<file path="src/rtl/bus_arbiter_mux.sv">
// bus_arbiter_mux: registered N-source bus mux with direct, round-robin, constant and auto-scan modes
module bus_arbiter_mux #(
   parameter int WIDTH = 4,
   parameter int NUM_SRC = 4,
   parameter logic [WIDTH-1:0] CONST_VAL = WIDTH'(4'b0011),
   parameter int HOLD = 4,
   localparam int SW = (NUM_SRC > 2) ? $clog2(NUM_SRC) : 1
) (
   input  logic                     i_clock,
   input  logic                     i_reset_n,
   input  logic [1:0]               i_mode,
   input  logic [SW-1:0]            i_sel,
   input  logic [NUM_SRC*WIDTH-1:0] i_inputs,
   input  logic [NUM_SRC-1:0]       i_req,
   output logic [WIDTH-1:0]         o_output,
   output logic                     o_valid,
   output logic [NUM_SRC-1:0]       o_grant,
   output logic [SW-1:0]            o_active_src
);
   typedef enum logic {S_IDLE, S_GRANT} state_t;
   localparam logic [SW:0] NS = (SW+1)'(NUM_SRC);
   localparam logic [7:0] HOLD_M1 = 8'(HOLD-1);
   localparam logic [NUM_SRC-1:0] ONE = NUM_SRC'(1);
   localparam logic [SW-1:0] LAST = SW'(NUM_SRC-1);
   state_t r_state;
   logic [1:0] r_mode;
   logic [SW-1:0] r_ptr;
   logic [7:0] r_cnt;
   logic [WIDTH-1:0] r_output;
   logic r_valid;
   logic [NUM_SRC-1:0] r_grant;
   logic [SW-1:0] r_active_src;
   logic w_idle, w_sel_ok, w_nxt_found, w_slot_end;
   logic [SW:0] w_cand;
   logic [SW-1:0] w_nxt_idx, w_scan_idx;
   logic [7:0] w_scan_cnt;
   assign o_output = r_output;
   assign o_valid = r_valid;
   assign o_grant = r_grant;
   assign o_active_src = r_active_src;
   // A mode change forces the arbiter back to IDLE for the current edge
   assign w_idle = (r_state == S_IDLE) || (i_mode != r_mode);
   assign w_sel_ok = {1'b0, i_sel} < NS;
   assign w_slot_end = r_cnt == HOLD_M1;
   // First requester circularly after the pointer; the pointer itself is the last resort
   always_comb begin
      w_nxt_found = 1'b0;
      w_nxt_idx = r_ptr;
      w_cand = '0;
      for (int j = NUM_SRC-1; j >= 1; j--) begin
         w_cand = {1'b0, r_ptr} + (SW+1)'(j);
         w_cand = (w_cand >= NS) ? w_cand - NS : w_cand;
         if (i_req[w_cand[SW-1:0]]) begin
            w_nxt_found = 1'b1;
            w_nxt_idx = w_cand[SW-1:0];
         end
      end
      if (!w_nxt_found && i_req[r_ptr]) begin
         w_nxt_found = 1'b1;
         w_nxt_idx = r_ptr;
      end
   end
   // Auto-scan slot sequencing: restart at source 0 on entry, advance every HOLD cycles
   always_comb begin
      w_scan_idx = w_idle ? '0 : w_slot_end ? ((r_active_src == LAST) ? '0 : r_active_src + SW'(1)) : r_active_src;
      w_scan_cnt = (w_idle || w_slot_end) ? 8'd0 : r_cnt + 8'd1;
   end
   // Mode datapath and arbiter state machine, all outputs registered
   always_ff @(posedge i_clock) begin
      if (!i_reset_n) begin
         r_state <= S_IDLE;
         r_mode <= 2'b00;
         r_ptr <= LAST;
         r_cnt <= '0;
         r_output <= '0;
         r_valid <= 1'b0;
         r_grant <= '0;
         r_active_src <= '0;
      end else begin
         r_mode <= i_mode;
         if (i_mode == 2'b00) begin
            r_state <= S_IDLE;
            r_cnt <= '0;
            r_grant <= '0;
            r_valid <= w_sel_ok;
            r_active_src <= w_sel_ok ? i_sel : '0;
            r_output <= w_sel_ok ? i_inputs[i_sel*WIDTH +: WIDTH] : '0;
         end else if (i_mode == 2'b10) begin
            r_state <= S_IDLE;
            r_cnt <= '0;
            r_grant <= '0;
            r_valid <= 1'b1;
            r_active_src <= '0;
            r_output <= CONST_VAL;
         end else if (i_mode == 2'b11) begin
            r_state <= S_GRANT;
            r_cnt <= w_scan_cnt;
            r_valid <= 1'b1;
            r_active_src <= w_scan_idx;
            r_grant <= ONE << w_scan_idx;
            r_output <= i_inputs[w_scan_idx*WIDTH +: WIDTH];
         end else if (!w_idle && i_req[r_ptr] && !w_slot_end) begin
            r_cnt <= r_cnt + 8'd1;
            r_output <= i_inputs[r_ptr*WIDTH +: WIDTH];
         end else if (w_nxt_found) begin
            r_state <= S_GRANT;
            r_ptr <= w_nxt_idx;
            r_cnt <= '0;
            r_valid <= 1'b1;
            r_grant <= ONE << w_nxt_idx;
            r_active_src <= w_nxt_idx;
            r_output <= i_inputs[w_nxt_idx*WIDTH +: WIDTH];
         end else begin
            r_state <= S_IDLE;
            r_cnt <= '0;
            r_valid <= 1'b0;
            r_grant <= '0;
            r_active_src <= '0;
         end
      end
   end
endmodule

</file>
<file path="config.mk">
export PLATFORM = sky130hd
export DESIGN_NAME = bus_arbiter_mux
export DESIGN_NICKNAME = d
export VERILOG_FILES = /design/src/rtl/bus_arbiter_mux.sv
export SDC_FILE = /design/constraint.sdc
export NUM_CORES = 1
export LEC_CHECK = 0
export ABC_AREA = 1
export BUFFER_PORTS_ARGS = -buffer_cell sky130_fd_sc_hd__buf_2
export CAP_MARGIN = 20
export CORE_MARGIN = 2
export CORE_UTILIZATION = 40
export DETAILED_ROUTE_END_ITERATION = 6
export PLACE_DENSITY = 0.64
export SLEW_MARGIN = 20
export SYNTH_ARGS = -nofsm -noshare
export SYNTH_HDL_FRONTEND = slang
export SYNTH_SLANG_ARGS = --single-unit
</file>
<file path="constraint.sdc">
create_clock -name i_clock -period 1.6 [get_ports i_clock]
set_input_delay 0.24 -clock i_clock [delete_from_list [all_inputs] [get_ports i_clock]]
set_output_delay 0.24 -clock i_clock [all_outputs]
set_load 0.01 [all_outputs]
</file>
==> results of run 1 <==
[power by group]
| group | leakage (µW) | internal (µW) | total, µW | switching (µW) |
|---|---|---|---|---|
| registers | 0.000200 | 631 | 658 | 27.1 |
| logic | 0.00110 | 308 | 724 | 415 |
| clock network | 0.0000288 | 220 | 422 | 202 |
[routing by layer]
| layer | share of wire (%) | wire length, µm | GRT usage (%) | vias to the layer above |
|---|---|---|---|---|
| met1 | 45 | 2220 | 25.7 | 936 |
| li1 | - | - | - | 1045 |
| met4 | 1.5 | 72 | 6.20 | 0 |
| met5 | 0 | 0 | 0 | - |
| met2 | 50 | 2460 | 33.5 | 43 |
| met3 | 3.0 | 148 | 1.88 | 8 |
[final timing paths]
path	endpoint	slack [ns]	cells past startpoint
max	o_output[2]$_SDFFE_PN0P_	-0.15	15
min	r_mode[1]$_SDFF_PN0_	0.27	3
max reg2reg	o_output[2]$_SDFFE_PN0P_	-0.15	15
min reg2reg	r_cnt[0]$_SDFF_PP0_	0.52	2
[final cells by class]
| cell class | count | area share [%] |
|---|---|---|
| Timing Repair Buffer | 81 | 19.9 |
| Tap cell | 52 | 2.42 |
| Clock buffer | 4 | 2.05 |
| Multi-Input combinational cell | 197 | 49.6 |
| Inverter | 50 | 7.55 |
| Sequential cell | 24 | 18.5 |
[flip-flops by register name (all words and copies together) (netlist names)]
name,count
o_active_src,2
o_grant,4
o_output,4
o_valid,1
r_cnt,8
r_mode,2
r_ptr,2
r_state,1
[per-stage QoR]
stage	setup WS, ns	hold WS [ns]	std cells	setup TNS (ns)
4_1_cts	-0.0871	0.258	405	-0.456
3_3_place_gp	-0.207	0.507	397	-1.65
6_report	-0.154	0.266	408	-0.563
3_5_place_dp	-0.219	0.497	397	-1.86
2_1_floorplan	0.0113	0.333	274	0
5_1_grt	-0.287	0.276	408	-1.92
[timing repair]
item | in CTS | in global routing
buffers inserted | 4 | 3
endpoints found under the setup margin | 13 | 13
gates cloned | 0 | 0
pin swaps | 13 | 15
resized for setup | 23 | 54
[critical path, stage by stage (launching register included)]
cell	delay, ns
dfxtp_4	0.42
inv_6	0.06
nand2_2	0.07
nand2_4	0.07
nand2_4	0.10
nand3_2	0.08
nand2_1	0.07
nand2_1	0.06
nand2_2	0.13
nand2_4	0.09
nand2_4	0.10
nand2_1	0.07
nand3_1	0.09
nand2_1	0.07
a21oi_1	0.13
nor2_1	0.06
[logic make-up (layout without fill, tap and decap cells)]
kind of cell	count (synthesis)	count (layout)	share of synthesized area, %
and+or+nand+nor	138	138	39.6
AOI/OAI and AO/OA	53	53	17.5
buffers and inverters	53	135	12.2
DFF	24	24	27.2
xor gates and xnor gates	4	4	1.99
adders and majority gates	2	2	1.42
[layout by cell type (no fill, tap or decap), drive strengths merged, types with 2 or more instances in the layout]
cell type	n
nand2	71
xor2	3
clkbuf	4
inv	50
a31oi	3
o211ai	2
nor3b	2
dfxtp	24
o21ai	25
ha	2
nor3	2
a21oi	20
buf	81
nand4	2
nand3	32
nor2	28
==> flow_metrics.py, run 1 <==
metrics = {
    "yosys": {
        "syn_area_per_cell_um2": 6.44,
        "synth.distinct_cells": 34,
        "ys.flop_type": "dfxtp_1",
        "ys_warn_count": 0,
        "yosysTopAreaCellShare_pct": 27.2,
        "yosysSeqAreaShare_pct": 27.2,
        "syn_area_um2": 1760,
        "netlist_instances": 274,
        "synthTopCellsByArea": "dfxtp_1 (27%), nand2_1 (12%), inv_1 (8.1%), nand3_1 (7.9%), o21ai_0 (6.2%)",
        "yosys.area.top_type": "dfxtp_1",
        "synth_common_cells": "nand2_1 (57), inv_1 (38), nand3_1 (28), dfxtp_1 (24), nor2_1 (24)",
        "ys_ff_latch": 24,
        "syn_nets": 302,
        "synth_most_common_cell": "nand2_1",
        "synth-edff-count": 0,
        "synth-async-reset-ratio_pct": 0,
    },
    "critical_path": {
        "cp.arrival_ns": 1.93,
        "startpoint": "r_ptr[0]$_SDFFE_PN1P_",
        "crit_path_end_kind": "flip-flop",
        "r2r-start": "r_ptr[0]$_SDFFE_PN1P_",
        "critical_path_class": "reg2reg",
        "required_ns": 1.77,
        "critical_path.max_fanout": 7,
        "critical_path.startpoint_type": "flip-flop",
    },
    "place": {
        "dp_hpwl_mm": 3.66,
        "place_congestion": 0.896,
        "port_buffers": 36,
        "post_dp_cell_area_um2": 2310,
    },
    "floorplanning": {
        "start_util_pct": 41.1,
        "core_area_um2": 4290,
        "die_area_um2": 4960,
        "die_h_um": 70.4,
        "fp.dieW_um": 70.4,
        "row_count": 24,
        "num_io_pins": 37,
    },
    "sta": {
        "finalWorstSetupSlack_ns": -0.154,
        "slew-limit-headroom_pct": 81.3,
        "post-route-period-util_pct": 110,
        "setup_viol": 9,
        "post-route-min-period_ns": 1.75,
        "hold_viol": 0,
        "clock-skew-final_ns": 0.00373,
        "rsz0062_at_grt": "true",
        "max_freq_mhz": 570,
        "worstMarginPinSlew_ns": 0.279,
        "slew_violations": 0,
    },
    "clock_network": {
        "cts_buffer_depth": 2,
        "cts_hold_buf": 0,
        "cts_tree": "yes",
        "h-tree-depth": 1,
        "root_buffer": "clkbuf_8",
        "clkTransAtPathRegs_ns": 0.09,
        "numCtsBuffers": 3,
        "cts.sinks": 24,
        "insertion_delay_ns": 0.27,
    },
    "cells_and_area": {
        "multiInputGateArea_um2": 1330,
        "diodes": 0,
        "seqCellArea_um2": 497,
        "fin_area_um2": 2680,
        "final_core_util_pct": 62.5,
        "syn2layout_area_growth_pct": 52.1,
        "layout-drive-gt1-share_pct": 50.8,
        "nets": 385,
        "fill_cells": 397,
    },
    "drt": {
        "wirelength_mm": 4.90,
        "via_per_inst": 4.98,
        "dr.pass1.iters": 4,
        "wl_per_cell_um": 12.0,
        "detail-route-antenna-nets": 0,
        "num_vias": 2032,
        "drc_errors": 0,
        "drt_iter0_drc": 88,
    },
    "power_and_ir_drop": {
        "peakVddDrop_uv": 430,
        "p_total_uw": 1800,
        "power_leakage_uw": 0.00132,
        "power.density_nw_per_um2": 672,
    },
    "grt": {
        "grt_overflow": 0,
        "grt_pass1_vias": 1888,
        "grt_pass1_wl_mm": 8.02,
        "grt_max_degree": 14,
        "antenna_found_initial": 0,
        "track_usage_pct": 19.6,
    },
    "worst_hold_path": {
        "hold_class": "in2reg",
        "hp-start": "i_reset_n",
    },
    "run_status": {
        "violations": "setup timing",
        "status": "finished, violations left",
    },
    "job": {
        "cap_violations": 0,
    },
}
Note: power is estimated with default switching activity, not from simulation.
==> run 2: changes to the inputs <==
ABC_AREA = not set   (was 1)
CORE_MARGIN = 4   (was 2)
CTS_CLUSTER_DIAMETER = 60   (was not set)
==> run 2 against run 1 <==
The flow still finishes with violations (setup timing). Synthesized cell count down 26%. Fmax down 25%. Flip-flop and latch count unchanged. Count of clock-buffer cells in the layout down 1. Non-clock buffer count up 14. Register-to-register slack worse by 0.57 ns. Clock skew up 0.0045 ns. Global-route usage up 1.3 points. Die area up 8.6%. Critical path depth down 5.
==> flow_metrics.py, run 2 <==
metrics = {
    "sta": {
        "post-route-min-period_ns": 2.33,
        "post-route-period-util_pct": 145,
        "setup_viol": 21,
        "clock-skew-final_ns": 0.00821,
        "finalWorstSetupSlack_ns": -0.727,
        "hold_viol": 0,
        "max_freq_mhz": 430,
        "final.setup.tns_ns": -10.62,
        "worstMarginPinSlew_ns": 0.430,
        "hold_ws_ns": 0.227,
        "rsz0062_at_grt": "true",
        "slew-limit-headroom_pct": 71.2,
        "slew_violations": 0,
    },
    "grt": {
        "antenna_found_initial": 0,
        "grt_pass1_wl_mm": 8.93,
        "track_usage_pct": 20.9,
        "grt_pass1_vias": 1877,
        "grt_max_degree": 20,
        "grt_overflow": 0,
    },
    "drt": {
        "detail-route-antenna-nets": 0,
        "drt_iter0_drc": 144,
        "via_per_inst": 5.67,
        "wl_per_cell_um": 16.3,
        "wirelength_mm": 5.57,
        "dr.pass1.iters": 4,
        "num_vias": 1932,
        "drc_errors": 0,
    },
    "place": {
        "dp_hpwl_mm": 3.82,
        "post_dp_cell_area_um2": 2270,
        "port_buffers": 36,
        "place_congestion": 0.913,
    },
    "yosys": {
        "synthTopCellsByArea": "dfxtp_1 (28%), mux2i_1 (7.0%), mux4_2 (6.6%), nor2_1 (5.3%), nand3_1 (4.1%)",
        "synth-async-reset-ratio_pct": 0,
        "yosysSeqAreaShare_pct": 28.1,
        "synth_common_cells": "dfxtp_1 (24), nor2_1 (24), nand2_1 (14), nand3_1 (14), mux2i_1 (12)",
        "yosys.area.top_type": "dfxtp_1",
        "syn_nets": 232,
        "ys.flop_type": "dfxtp_1",
        "yosysTopAreaCellShare_pct": 28.1,
        "ys_warn_count": 0,
        "syn_area_per_cell_um2": 8.38,
        "ys_ff_latch": 24,
        "synth.distinct_cells": 48,
        "netlist_instances": 204,
        "synth-edff-count": 0,
        "syn_area_um2": 1710,
    },
    "critical_path": {
        "critical_path.startpoint_type": "flip-flop",
        "critPathMaxStageDelay_ns": 0.49,
        "cp_slowest_cell": "or4b_4",
        "crit_path_end_kind": "flip-flop",
        "path_cells": "ha_4 -> or4b_4 -> buf_4 -> nor2_4 -> buf_4 -> buf_4 -> mux2i_4 -> nor3_2 -> buf_4 -> o221a_2",
        "cp.arrival_ns": 2.49,
        "required_ns": 1.76,
        "cp_common_cell": "buf_4",
        "critical_path_class": "reg2reg",
        "critical_path.max_fanout": 5,
    },
    "cells_and_area": {
        "nets": 320,
        "seqCellArea_um2": 483,
        "layout-drive-gt1-share_pct": 48.8,
        "fill_cells": 316,
        "mostFrequentLayoutCells": "buf_4 (55), buf_2 (36), dfxtp_1 (22), nor2_1 (21), nand3_1 (13)",
        "largest_register": "r_cnt",
        "syn2layout_area_growth_pct": 52.4,
        "multiInputGateArea_um2": 1330,
        "fin_area_um2": 2610,
        "diodes": 0,
        "final_core_util_pct": 64.2,
        "largest_reg_flops": 8,
        "final_common_cell": "buf_4",
    },
    "floorplanning": {
        "row_count": 23,
        "die_area_um2": 5390,
        "die_h_um": 73.4,
        "core_area_um2": 4060,
        "fp.dieW_um": 73.4,
        "num_io_pins": 37,
        "start_util_pct": 42.2,
    },
    "clock_network": {
        "h-tree-depth": 1,
        "insertion_delay_ns": 0.28,
        "numCtsBuffers": 3,
        "cts_buffer_depth": 2,
        "cts_hold_buf": 0,
        "cts.sinks": 24,
        "clkTransAtPathRegs_ns": 0.10,
        "root_buffer": "clkbuf_8",
        "cts_tree": "yes",
    },
    "job": {
        "cap_violations": 0,
    },
    "worst_hold_path": {
        "hold_class": "in2reg",
    },
    "power_and_ir_drop": {
        "pwr-share-seq_pct": 37.3,
        "power.density_nw_per_um2": 665,
        "internal_power_uw": 1230,
        "power_leakage_uw": 0.00118,
        "peakVddDrop_uv": 471,
        "p_clk_share_pct": 32.0,
        "combPwrFrac_pct": 30.7,
        "switching_power_uw": 506,
        "p_total_uw": 1730,
        "p_sw_share_pct": 29.2,
    },
    "run_status": {
        "violations": "setup timing",
        "status": "finished, violations left",
    },
}
## run 2: changes by cell type in the layout (fill, tap and decap cells not counted), moves of 13 or more
cell	before	now
buf_4	41	55
inv_1	36	5
nand2_1	38	12
nand2_2	19	1
nand2_4	14	1
o21ai_0	17	4
## run 2: area by class of cell
class,instances,area share [%]
multi-input combinational,163,51.1
timing repair buffer,95,24.5
sequential,24,18.5
tap,50,2.40
clock buffer,3,1.58
clock inverter,1,1.15
inverter,5,0.720
## run 2: cell families (layout without fill, tap and decap cells)
kind of cell    count (synthesis)  after routing  share of synthesized area (%)
flops                          24             24                           28.1
mux                            17             17                           13.6
xor+xnor                        8              8                           4.10
simple gates                   90             90                           27.6
buf+inv                        17            104                           4.24
compound gates                 46             46                           20.9
fa+ha+maj                       2              2                           1.46
## run 2: worst paths after layout
kind / start / end / slack, ns / cells after the start
min reg2reg: o_grant[1]$_SDFFE_PP0P_ / o_grant[1]$_SDFFE_PP0P_ / 0.52 / 1
min: i_reset_n / r_ptr[0]$_SDFFE_PN1P_ / 0.23 / 2
max: r_cnt[1]$_SDFF_PP0_ / o_active_src[1]$_SDFFE_PN0P_ / -0.73 / 10
max reg2reg: r_cnt[1]$_SDFF_PP0_ / o_active_src[1]$_SDFFE_PN0P_ / -0.73 / 10
## run 2: worst max-delay path, delay by kind of cell (launching register included)
| family | cells | cell delay, ns |
|---|---|---|
| buffers and inverters | 4 | 0.54 |
| multiplexers | 1 | 0.23 |
| flip-flops | 1 | 0.36 |
| adder cells (fa/ha/maj) | 1 | 0.13 |
| AND/OR/NAND/NOR | 3 | 0.67 |
| AO/OA/AOI/OAI | 1 | 0.29 |
## run 2: repair_timing
action                                  in CTS  in global routing
pin swaps                                   15                  7
hold endpoints to repair                     0                  0
setup buffers                                6                  7
endpoints found under the setup margin      21                 21
gates resized for setup                     15                 23
## run 2: stage by stage
step	setup slack, ns	cells
after floorplan	-0.655	204
after global placement	-0.658	325
after detailed placement	-0.740	325
after CTS	-0.656	335
after global routing	-0.804	341
final	-0.727	341
## run 2: routing by layer
metal  up-vias  wire length [µm]  global-route usage (%)
met5         -                 0                       0
met1       909              2360                    28.1
met4         0               102                    5.63
li1        942                 -                       -
met3        11               351                    3.15
met2        70              2760                    34.8
## run 2: power by group through the flow
stage / clock (µW) / sequential [µW] / combinational [µW]
after global placement: 0 / 658 / 451
after detailed placement: 0 / 659 / 456
after global routing: 585 / 650 / 573
final: 554 / 647 / 533
after CTS: 546 / 646 / 488
after floorplan: 0 / 666 / 262
